### src/rtl/vigna_fetch_align.sv
// Instruction fetch and realignment: fetches aligned 32-bit words and presents one
// 16-bit compressed or 32-bit instruction at a time, including word-straddling ones.
module vigna_fetch_align #(
  parameter logic [31:0] RESET_PC = 32'h0000_0000,
  parameter bit          C_EXT    = 1'b1
) (
  input  logic        clk,
  input  logic        resetn,
  output logic        i_valid,
  input  logic        i_ready,
  output logic [31:0] i_addr,
  input  logic [31:0] i_rdata,
  output logic        inst_valid,
  input  logic        inst_ready,
  output logic [31:0] inst_data,
  output logic [31:0] inst_pc,
  output logic        inst_is_c,
  input  logic        flush,
  input  logic [31:0] flush_pc
);

  localparam int unsigned XLEN = 32;
  localparam int unsigned HLEN = 16;
  localparam logic [XLEN-1:0] PC_MASK   = C_EXT ? 32'hFFFF_FFFE : 32'hFFFF_FFFC;
  localparam logic [XLEN-1:0] RESET_PCM = RESET_PC & PC_MASK;
  localparam logic [XLEN-1:0] RESET_ADR = RESET_PC & 32'hFFFF_FFFC;

  typedef enum logic {S_GAP, S_REQ} state_t;

  state_t            state_q, state_d;
  logic              ivalid_q, ivalid_d;
  logic [XLEN-1:0]   iaddr_q, iaddr_d;
  logic [XLEN-1:0]   pc_q, pc_d;
  logic [HLEN-1:0]   hbuf_q, hbuf_d;
  logic              hbuf_valid_q, hbuf_valid_d;
  logic              discard_q, discard_d;
  logic              slot_valid_q, slot_valid_d;
  logic [XLEN-1:0]   slot_data_q, slot_data_d;
  logic [XLEN-1:0]   slot_pc_q, slot_pc_d;
  logic              slot_c_q, slot_c_d;

  logic              slot_free;
  logic              hbuf_ahead;
  logic              hbuf_emit;
  logic [XLEN-1:0]   fetch_addr;
  logic [XLEN-1:0]   pc_plus2;
  logic [XLEN-1:0]   pc_plus4;

  // Upper half buffered for the current halfword PC: emit it or fetch the next word.
  assign slot_free  = !slot_valid_q || inst_ready;
  assign hbuf_ahead = C_EXT && pc_q[1] && hbuf_valid_q;
  assign hbuf_emit  = hbuf_ahead && (hbuf_q[1:0] != 2'b11);
  assign fetch_addr = hbuf_ahead ? {pc_q[31:2] + 30'd1, 2'b00} : {pc_q[31:2], 2'b00};
  assign pc_plus2   = pc_q + 32'd2;
  assign pc_plus4   = pc_q + 32'd4;

  always_ff @(posedge clk or negedge resetn) begin
    if (!resetn) begin
      state_q      <= S_GAP;
      ivalid_q     <= 1'b0;
      iaddr_q      <= RESET_ADR;
      pc_q         <= RESET_PCM;
      hbuf_q       <= '0;
      hbuf_valid_q <= 1'b0;
      discard_q    <= 1'b0;
      slot_valid_q <= 1'b0;
      slot_data_q  <= '0;
      slot_pc_q    <= '0;
      slot_c_q     <= 1'b0;
    end else begin
      state_q      <= state_d;
      ivalid_q     <= ivalid_d;
      iaddr_q      <= iaddr_d;
      pc_q         <= pc_d;
      hbuf_q       <= hbuf_d;
      hbuf_valid_q <= hbuf_valid_d;
      discard_q    <= discard_d;
      slot_valid_q <= slot_valid_d;
      slot_data_q  <= slot_data_d;
      slot_pc_q    <= slot_pc_d;
      slot_c_q     <= slot_c_d;
    end
  end

  always_comb begin
    state_d      = state_q;
    ivalid_d     = ivalid_q;
    iaddr_d      = iaddr_q;
    pc_d         = pc_q;
    hbuf_d       = hbuf_q;
    hbuf_valid_d = hbuf_valid_q;
    discard_d    = discard_q;
    slot_valid_d = slot_valid_q && !inst_ready;
    slot_data_d  = slot_data_q;
    slot_pc_d    = slot_pc_q;
    slot_c_d     = slot_c_q;

    case (state_q)
      S_GAP: begin
        if (!flush && slot_free) begin
          if (hbuf_emit) begin
            slot_valid_d = 1'b1;
            slot_data_d  = {16'h0000, hbuf_q};
            slot_pc_d    = pc_q;
            slot_c_d     = 1'b1;
            pc_d         = pc_plus2;
            hbuf_valid_d = 1'b0;
          end else begin
            state_d  = S_REQ;
            ivalid_d = 1'b1;
            iaddr_d  = fetch_addr;
          end
        end
      end
      S_REQ: begin
        if (i_ready) begin
          state_d   = S_GAP;
          ivalid_d  = 1'b0;
          discard_d = 1'b0;
          // A flush in this cycle or an earlier one makes the response stale.
          if (!flush && !discard_q) begin
            if (!C_EXT) begin
              slot_valid_d = 1'b1;
              slot_data_d  = i_rdata;
              slot_pc_d    = pc_q;
              slot_c_d     = 1'b0;
              pc_d         = pc_plus4;
              hbuf_valid_d = 1'b0;
            end else if (!pc_q[1]) begin
              slot_valid_d = 1'b1;
              slot_pc_d    = pc_q;
              if (i_rdata[1:0] != 2'b11) begin
                slot_data_d  = {16'h0000, i_rdata[15:0]};
                slot_c_d     = 1'b1;
                hbuf_d       = i_rdata[31:16];
                hbuf_valid_d = 1'b1;
                pc_d         = pc_plus2;
              end else begin
                slot_data_d  = i_rdata;
                slot_c_d     = 1'b0;
                hbuf_valid_d = 1'b0;
                pc_d         = pc_plus4;
              end
            end else if (hbuf_valid_q) begin
              slot_valid_d = 1'b1;
              slot_data_d  = {i_rdata[15:0], hbuf_q};
              slot_pc_d    = pc_q;
              slot_c_d     = 1'b0;
              hbuf_d       = i_rdata[31:16];
              hbuf_valid_d = 1'b1;
              pc_d         = pc_plus4;
            end else begin
              // Halfword redirect target: only the upper half is wanted.
              hbuf_d       = i_rdata[31:16];
              hbuf_valid_d = 1'b1;
            end
          end
        end else if (flush) begin
          discard_d = 1'b1;
        end
      end
      default: state_d = S_GAP;
    endcase

    if (flush) begin
      slot_valid_d = 1'b0;
      hbuf_valid_d = 1'b0;
      pc_d         = flush_pc & PC_MASK;
    end
  end

  assign i_valid    = ivalid_q;
  assign i_addr     = iaddr_q;
  assign inst_valid = slot_valid_q;
  assign inst_data  = slot_data_q;
  assign inst_pc    = slot_pc_q;
  assign inst_is_c  = slot_c_q;

endmodule

### config.mk
export PLATFORM = sky130hd
export DESIGN_NAME = vigna_fetch_align
export DESIGN_NICKNAME = d
export VERILOG_FILES = /design/src/rtl/vigna_fetch_align.sv
export SDC_FILE = /design/constraint.sdc
export NUM_CORES = 1
export LEC_CHECK = 0
export ABC_AREA = 1
export BUFFER_PORTS_ARGS = -buffer_cell sky130_fd_sc_hd__buf_2
export CORE_UTILIZATION = 33
export CTS_CLUSTER_DIAMETER = 150
export DETAILED_ROUTE_END_ITERATION = 12
export PLACE_DENSITY_LB_ADDON = 0.25
export SYNTH_ARGS = -nofsm -noshare
export SYNTH_HDL_FRONTEND = slang
export SYNTH_SLANG_ARGS = --single-unit
### constraint.sdc
create_clock -name clk -period 2 [get_ports clk]
set_input_delay 0.1 -clock clk [delete_from_list [all_inputs] [get_ports clk]]
set_output_delay 0.1 -clock clk [all_outputs]
set_load 0.005 [all_outputs]
======== After elaboration in Yosys (flattened, before gate mapping) ========
Cells that the tools add are included.
cells by class
  add/subtract/negate cells ............... 3
  multiply operators ...................... 0
  divide/modulo/power cells ............... 0
  magnitude comparators ................... 0
  equality and inequality tests ........... 13
  shifts and indexed selects .............. 0
  muxes and demuxes ....................... 60
  bitwise logic cells ..................... 2
  reductions and logical operators ........ 19
operator list
  kind                     count
  $mux W32                 22
  $pmux W32 S2             3
  $add A32 B2 Y32 const B  1
  $add A32 B3 Y32 const B  1
  $mux W16                 2
  $add A30 B1 Y30 const B  1
  $mux W1                  28
  $ne A2 B2 Y1 const B     6
  $pmux W1 S2              5
  $reduce_and A5 Y1        2
  $ne A3 B3 Y1 const B     3
  $reduce_and A4 Y1        2
  $ne A3 B2 Y1 const B     2
  $reduce_and A3 Y1        2
  $logic_and A1 B1 Y1      5
  $logic_not A1 Y1         4
  $ne A4 B3 Y1 const B     1
  $reduce_bool A2 Y1       2
  $ne A2 B1 Y1 const B     1
  $not A1 Y1               2
  $reduce_and A2 Y1        1
  $logic_or A1 B1 Y1       1
word-level totals
  bits in registers ....................... 150
  bits in latches ......................... 0
  memory bits (writable) .................. 0
  bits in read-only memories .............. 0
  logic and storage cells ................. 109
  memories kept ........................... 0

======== Logic depth before layout (Yosys ltp) ========
Gate-level depths: netlist of run 1.
  depth in word-level cells ............... 8
  mapped depth ............................ 12

======== Worst setup path before layout of run 1 ========
No wires, ideal clock.
  path kind ............................... register to register
  from .................................... reg pc_q[2]
  to ...................................... reg pc_q[18]
  arrival ................................. 1.563 ns
  data required time ...................... 1.936 ns
  path slack .............................. 0.373 ns
  stages on the path, launching flop included .. 11
  cells stage by stage .................... dfrtp_1 > ha_1 > inv_1 > nor2_2 > nand2_4 > nor2_4 > xor2_1 > nand2_1 > nand3_1 > o21ai_0 > inv_1
between the ends
  word-level cells in the longest chain between the ends .. 7
  elaborated cells between the ends (all ways) .. 11
  those cells by class .................... add/sub (2); mux (9)
RTL lines
  what                                                       line      text
  start: declaration                                         33        logic [XLEN-1:0] pc_q, pc_d;
  start signal: assignment                                   74        pc_q <= pc_d;
  $add A32 B3 Y32 / $add A32 B2 Y32 (equally long branches)  55, 54
  $mux W32, on equally long branches                         132, 144
  $mux W32                                                   129       end else if (!pc_q[1]) begin
  $mux W32                                                   121       if (!flush && !discard_q) begin
  $mux W32                                                   116       if (i_ready) begin
  $pmux W32 S2 *                                             98        case (state_q)
  $mux W32 *                                                 165       if (flush) begin
Every way passes the cells marked *; elsewhere a longest branch is shown, timed or not. The select of a mux whose other input is x is not followed.
A chain may end at the register's enable or synchronous reset.

======== Final worst setup path of run 1 ========
  from .................................... reg pc_q[2]
  to ...................................... reg pc_q[11]
The elaborated chain is that of the path after synthesis.

==> results.yml, run 1 <==
outcome:
  status: "completed"
timing:
  maxSlewViolCount: 0
  fin_crit_sh_pct: 93.4
  rsz0062_at_grt: "false"
  finClkSkew_ns: 0.00988
  fmax_mhz: 536
  setup_viol: 0
  hold_viol: 0
  final.min_clock_period_ns: 1.87
  fin_tns_setup_ns: 0
pwr:
  power.density_nw_per_um2: 1340
  power_uw: 14100
  vdd_drop_max_mv: 0.606
  cellLeakagePower_uw: 0.00516
synthesis:
  synth_top_area_share_pct: 45.2
  postSynthAreaPerCell_um2: 7.59
  synth-edff-count: 0
  yosysWarnings: 0
  synth_area_leader_cell: "dfrtp_1"
  synth_area_leaders: "dfrtp_1 (45%), nand2_1 (14%), o21ai_0 (6.9%), nor2_1 (4.5%), nand3_1 (4.0%)"
  synth-seq-cells: 146
  syn_area_um2: 8090
  netlist_instances: 1066
  yosys_most_used_dff: "dfrtp_1"
  ys_types: 43
  synthArstFlopShare_pct: 100
  ys_seq_area_share_pct: 45.2
placed_design:
  globalplace.congestion: 0.899
  hpwl_um: 19600
  port_buffers: 163
global_route:
  grt_use_total_pct: 22.1
  grt_pass1_vias: 7389
  grt_pass1_wl_um: 41800
  grt_antenna_before_repair: 2
  grt_max_degree: 58
  grt_overflow_total: 0
drt:
  drt-met1-wl_um: 12600
  drc: 0
  avgRoutedWirePerCell_um: 16.7
  drt_iter0_markers: 593
  wl_met2_um: 12400
  via_per_inst: 4.98
  ant_nets: 0
  top_layer: "met4"
  wl_met3_um: 1620
  num_vias: 8085
  wl_um: 27100
  dr.pass1.iters: 6
clock_tree:
  cts.sinks: 146
  clkTransAtPathRegs_ns: 0.06
  numCtsBuffers: 17
  root_buffer: "clkbuf_16"
  cts.htree.levels: 4
  cts_tree: "yes"
  clk_path_buf_depth: 2
  insertion_delay_ns: 0.42
critical_path:
  cp-start-kind: "flop"
  crit_type: "flop to flop"
  reg2reg_from: "pc_q[2]"
  cp.arrival_ns: 2.18
  endpoint: "pc_q[11]"
  crit_fanout: 4
  reg2reg_slack_ns: 0.13
  crit_path_start: "pc_q[2]"
  crit_required_ns: 2.31
  rr_endpoint: "pc_q[11]"
  cp-end-kind: "flop"
  r2r_cells: 9
worst_hold_path:
  hold_depth: 3
  min_path_type: "primary input to flop"
layout:
  syn2layout_area_growth_pct: 30.2
  final_core_util_pct: 44.3
  final_layout_size_suffix_gt1_share_pct: 25.0
  mostFrequentLayoutCells: "nand2_1 (308), buf_2 (162), dfrtp_1 (144)"
  n_fill_cell: 2416
  nets: 1359
  final_common_cell: "nand2_1"
run:
  maxCapViolations: 0
floorplan:
  dieArea_um2: 25100
  fp.coreArea_um2: 23800
  dieWidth_um: 159
  die_h_um: 159
  ios: 168
  initial_core_util_pct: 34.0
  fp-row-count: 56
-- how the worst min path moves through the flow --
| stage | from | endpoint | slack, ns |
|---|---|---|---|
| 6_report | i_rdata[8] | inst_data[8] | 0.01 |
| 5_1_grt | i_rdata[8] | inst_data[8] | 0.007 |
| 4_1_cts | i_rdata[7] | inst_data[7] | 0.003 |
| 3_5_place_dp | resetn | inst_data[14] | 0.04 |
| 3_3_place_gp | resetn | inst_data[14] | 0.04 |
| 2_1_floorplan | resetn | discard_q | -0.20 |
-- stage by stage --
stage / std cells / cell area [um^2] / setup WS, ns / hold WS, ns
floorplan: 1068 / 8090 / 0.373 / -0.196
global placement: 1552 / 9550 / 0.0486 / 0.0381
detailed placement: 1552 / 9550 / 0.00829 / 0.0420
CTS: 1620 / 10500 / 0.0294 / 0.00339
global route: 1622 / 10500 / 0.00271 / 0.00660
finish: 1622 / 10500 / 0.133 / 0.0101
-- cell usage after synthesis (2+ instances only) --
master / number
nand2_1: 310
dfrtp_1: 146
o21ai_0: 112
nor2_1: 98
inv_1: 69
nand3_1: 65
a21oi_1: 48
o21ai_1: 20
clkbuf_1: 19
buf_2: 16
a22oi_1: 15
xor2_1: 15
mux2_2: 14
nand2_2: 14
o31ai_1: 14
nor2_2: 13
inv_2: 12
buf_4: 11
nor2_4: 9
o211ai_1: 7
nor3_1: 5
o21a_1: 4
a2bb2oi_1: 3
nand4_1: 3
a21oi_2: 2
buf_6: 2
ha_1: 2
o21ai_2: 2
o21bai_1: 2
-- flip-flops by register name, indices dropped and copies added, names as in the netlist, 16 cells and up --
| register | cells |
|---|---|
| pc_q | 31 |
| i_addr | 30 |
| inst_pc | 31 |
| inst_data | 32 |
| hbuf_q | 16 |
-- what timing repair did --
| item | in CTS | in global routing |
|---|---|---|
| gates resized for setup | 1 | 17 |
| buffers inserted | 0 | 0 |
| hold buffers | 36 | 0 |
| endpoints found under the setup margin | 3 | 24 |
| hold endpoints to repair | 166 | 0 |
-- area by class of cell --
type                    instances  area, um^2  share of cell area (%)
diodes                          2        5.00                  0.0475
clock buffers                  18         439                    4.17
clock inverters                14         121                    1.15
inverters                      82         314                    2.98
multi-input cells             790        3920                    37.2
flip-flops and latches        146        3660                    34.7
well taps                     319         399                    3.79
repair buffers                251        1680                    15.9
-- power by group --
group | internal (uW) | switching (uW)
clock network | 1670 | 1430
registers | 4270 | 983
logic | 2390 | 3370
total | 8330 | 5780
-- per-layer routing --
layer | GRT usage (%) | vias to the layer above
li1 | - | 3941
met1 | 31.4 | 3842
met2 | 34.4 | 275
met3 | 3.38 | 27
met4 | 6.78 | 0
met5 | 0 | -
-- cell families (layout without fill, tap and decap cells) --
kind of cell | count (synthesis) | after routing | share of synthesized area [%]
buffers and inverters | 132 | 365 | 7.10
adder cells (fa/ha/maj) | 2 | 2 | 0.309
multiplexers | 14 | 14 | 1.95
AO/OA/AOI/OAI | 233 | 233 | 16.2
XOR/XNOR | 15 | 15 | 1.62
flip-flops | 146 | 146 | 45.2
AND/OR/NAND/NOR | 523 | 523 | 27.6
other | 1 | 5 | 0.0464
-- critical path: stages (launching register included) --
cell and delay, ns:
dfrtp_1 0.41, buf_4 0.16, ha_1 0.16, nand3_1 0.13, nor2_1 0.20, nand2_2 0.13, buf_4 0.17, o21ai_0 0.15
a21oi_1 0.09, a21o_1 0.16
Note: power is estimated with default switching activity, not from simulation.
==> run 2, diff against run 1 <==
--- a/config.mk
+++ b/config.mk
@@ -11,6 +11,8 @@
 export CTS_CLUSTER_DIAMETER = 150
 export DETAILED_ROUTE_END_ITERATION = 12
 export PLACE_DENSITY_LB_ADDON = 0.25
+export RECOVER_POWER = 50
 export SYNTH_ARGS = -nofsm -noshare
 export SYNTH_HDL_FRONTEND = slang
 export SYNTH_SLANG_ARGS = --single-unit
+export TNS_END_PERCENT = 50
==> run 2 against run 1 <==
Effect of this change: sequential share of layout area up 0.24 points; global-route usage stayed put; critical endpoint is now pc_q[18]; combinational power down 1%; sequential power about the same; design area is 0.68% lower; clock power is essentially flat; largest cell class unchanged; non-clock buffer count unchanged; maximum frequency decreased by 0.47%.
==> results.yml, run 2 (synthesis results as in run 1) <==
clock_tree:
  numCtsBuffers: 17
  cts.htree.levels: 4
  clk_path_buf_depth: 2
  cts_setup_buffers: 0
  cts_tree: "yes"
  clkTransAtPathRegs_ns: 0.07
  insertion_delay_ns: 0.42
  root_buffer: "clkbuf_16"
  cts.sinks: 146
pwr:
  cellLeakagePower_uw: 0.00505
  net-switching-power_uw: 5800
  p_sw_share_pct: 41.3
  power.internal_uw: 8250
  pwr-share-comb_pct: 40.4
  pwr-share-seq_pct: 37.5
  p_clk_share_pct: 22.1
  power.density_nw_per_um2: 1340
  vdd_drop_max_mv: 0.606
layout:
  final_layout_size_suffix_gt1_share_pct: 22.7
  nets: 1359
  final_common_cell: "nand2_1"
  finalInstanceArea_um2: 10500
  syn2layout_area_growth_pct: 29.3
  mostFrequentLayoutCells: "nand2_1 (308), dfrtp_1 (144), buf_2 (132)"
  n_fill_cell: 2423
  final_core_util_pct: 44.0
  seqCellArea_um2: 3660
  largest_register_ffs: 32
  multi_input_area_um2: 3920
critical_path:
  cp.arrival_ns: 2.24
  crit_fanout: 6
  cp-start-kind: "flop"
  cp-end-kind: "flop"
  crit_type: "flop to flop"
  crit_required_ns: 2.36
drt:
  dr.pass1.iters: 5
  wl_um: 27100
  num_vias: 8084
  ant_nets: 0
  avgRoutedWirePerCell_um: 16.7
  drt_iter0_markers: 556
  drc: 0
  via_per_inst: 4.98
floorplan:
  ios: 168
  fp-row-count: 56
  dieArea_um2: 25100
  dieWidth_um: 159
  die_h_um: 159
  fp.coreArea_um2: 23800
  initial_core_util_pct: 34.0
timing:
  hold_viol: 0
  relSlewSlack_pct: 35.9
  fin_tns_setup_ns: 0
  rsz0062_at_grt: "false"
  worstMarginPinSlew_ns: 0.962
  fmax_mhz: 533
  finClkSkew_ns: 0.00982
  setup_viol: 0
  final.min_clock_period_ns: 1.88
  maxSlewViolCount: 0
  fin_crit_sh_pct: 93.8
global_route:
  grt_antenna_before_repair: 2
  grt_use_total_pct: 22.1
  grt_pass1_vias: 7389
  grt_overflow_total: 0
  grt_pass1_wl_um: 41800
  grt_max_degree: 58
run:
  maxCapViolations: 0
outcome:
  status: "completed"
worst_hold_path:
  min_path_type: "primary input to flop"
placed_design:
  globalplace.congestion: 0.899
  place_area_um2: 9550
  port_buffers: 163
  hpwl_um: 19600
run 2: changes by cell type in the layout (fill, tap and decap cells not counted), sizes merged:
cell	change
buf	-34
clkbuf	+34
run 2: worst paths after layout:
kind,startpoint,to,slack (ns),cells after the start
max,pc_q[10],pc_q[18],0.12,9
min,i_rdata[8],inst_data[8],0.01,3
max reg2reg,pc_q[10],pc_q[18],0.12,9
min reg2reg,inst_data[11],inst_data[11],0.48,2
max in group asynchronous,resetn,pc_q[14],0.37,3
min in group asynchronous,resetn,inst_data[14],0.36,2
run 2: layout make-up:
type | count | area share (%)
Antenna cell | 2 | 0.0479
Tap cell | 319 | 3.82
Timing Repair Buffer | 251 | 15.4
Clock inverter | 14 | 1.16
Multi-Input combinational cell | 790 | 37.5
Sequential cell | 146 | 35.0
Inverter | 82 | 3.00
Clock buffer | 18 | 4.20
run 2: layer usage:
layer / share of wire [%] / up-vias / global-route usage (%)
li1: - / 3943 / -
met1: 47 / 3835 / 31.4
met2: 46 / 275 / 34.4
met3: 5.5 / 31 / 3.38
met4: 1.7 / 0 / 6.78
met5: 0 / - / 0
run 2: repair_timing:
item / CTS / global route
endpoints found under the hold margin: 166 / 0
hold buffers: 36 / 0
endpoints found under the setup margin: 3 / 24
gates resized for setup: 1 / 17
run 2: stage by stage:
| stage | setup slack (ns) | hold slack, ns | cells | power (uW) |
|---|---|---|---|---|
| 4_1_cts | 0.0294 | 0.00339 | 1620 | 14100 |
| 3_3_place_gp | 0.0486 | 0.0381 | 1552 | 10900 |
| 3_5_place_dp | 0.00829 | 0.0420 | 1552 | 10900 |
| 6_report | 0.124 | 0.00998 | 1622 | 14100 |
| 2_1_floorplan | 0.373 | -0.196 | 1068 | 8390 |
| 5_1_grt | 0.00271 | 0.00660 | 1622 | 15100 |
run 2: worst max-delay path, stage by stage, from the launching register on:
cell and delay [ns]:
dfrtp_1 0.50, nand2_1 0.18, nor2_1 0.20, nand2_1 0.19, nor2_4 0.19, xor2_1 0.27, nand2_1 0.08, nand3_1 0.08
o21ai_0 0.07, inv_1 0.05
run 2: power by group through the flow:
| stage | combinational [uW] | clock, uW | sequential, uW |
|---|---|---|---|
| final | 5680 | 3100 | 5270 |
| after global routing | 6390 | 3280 | 5450 |
| after CTS | 5750 | 3150 | 5240 |
| after detailed placement | 5670 | 0 | 5270 |
| after global placement | 5630 | 0 | 5260 |
| after floorplan | 3180 | 0 | 5200 |
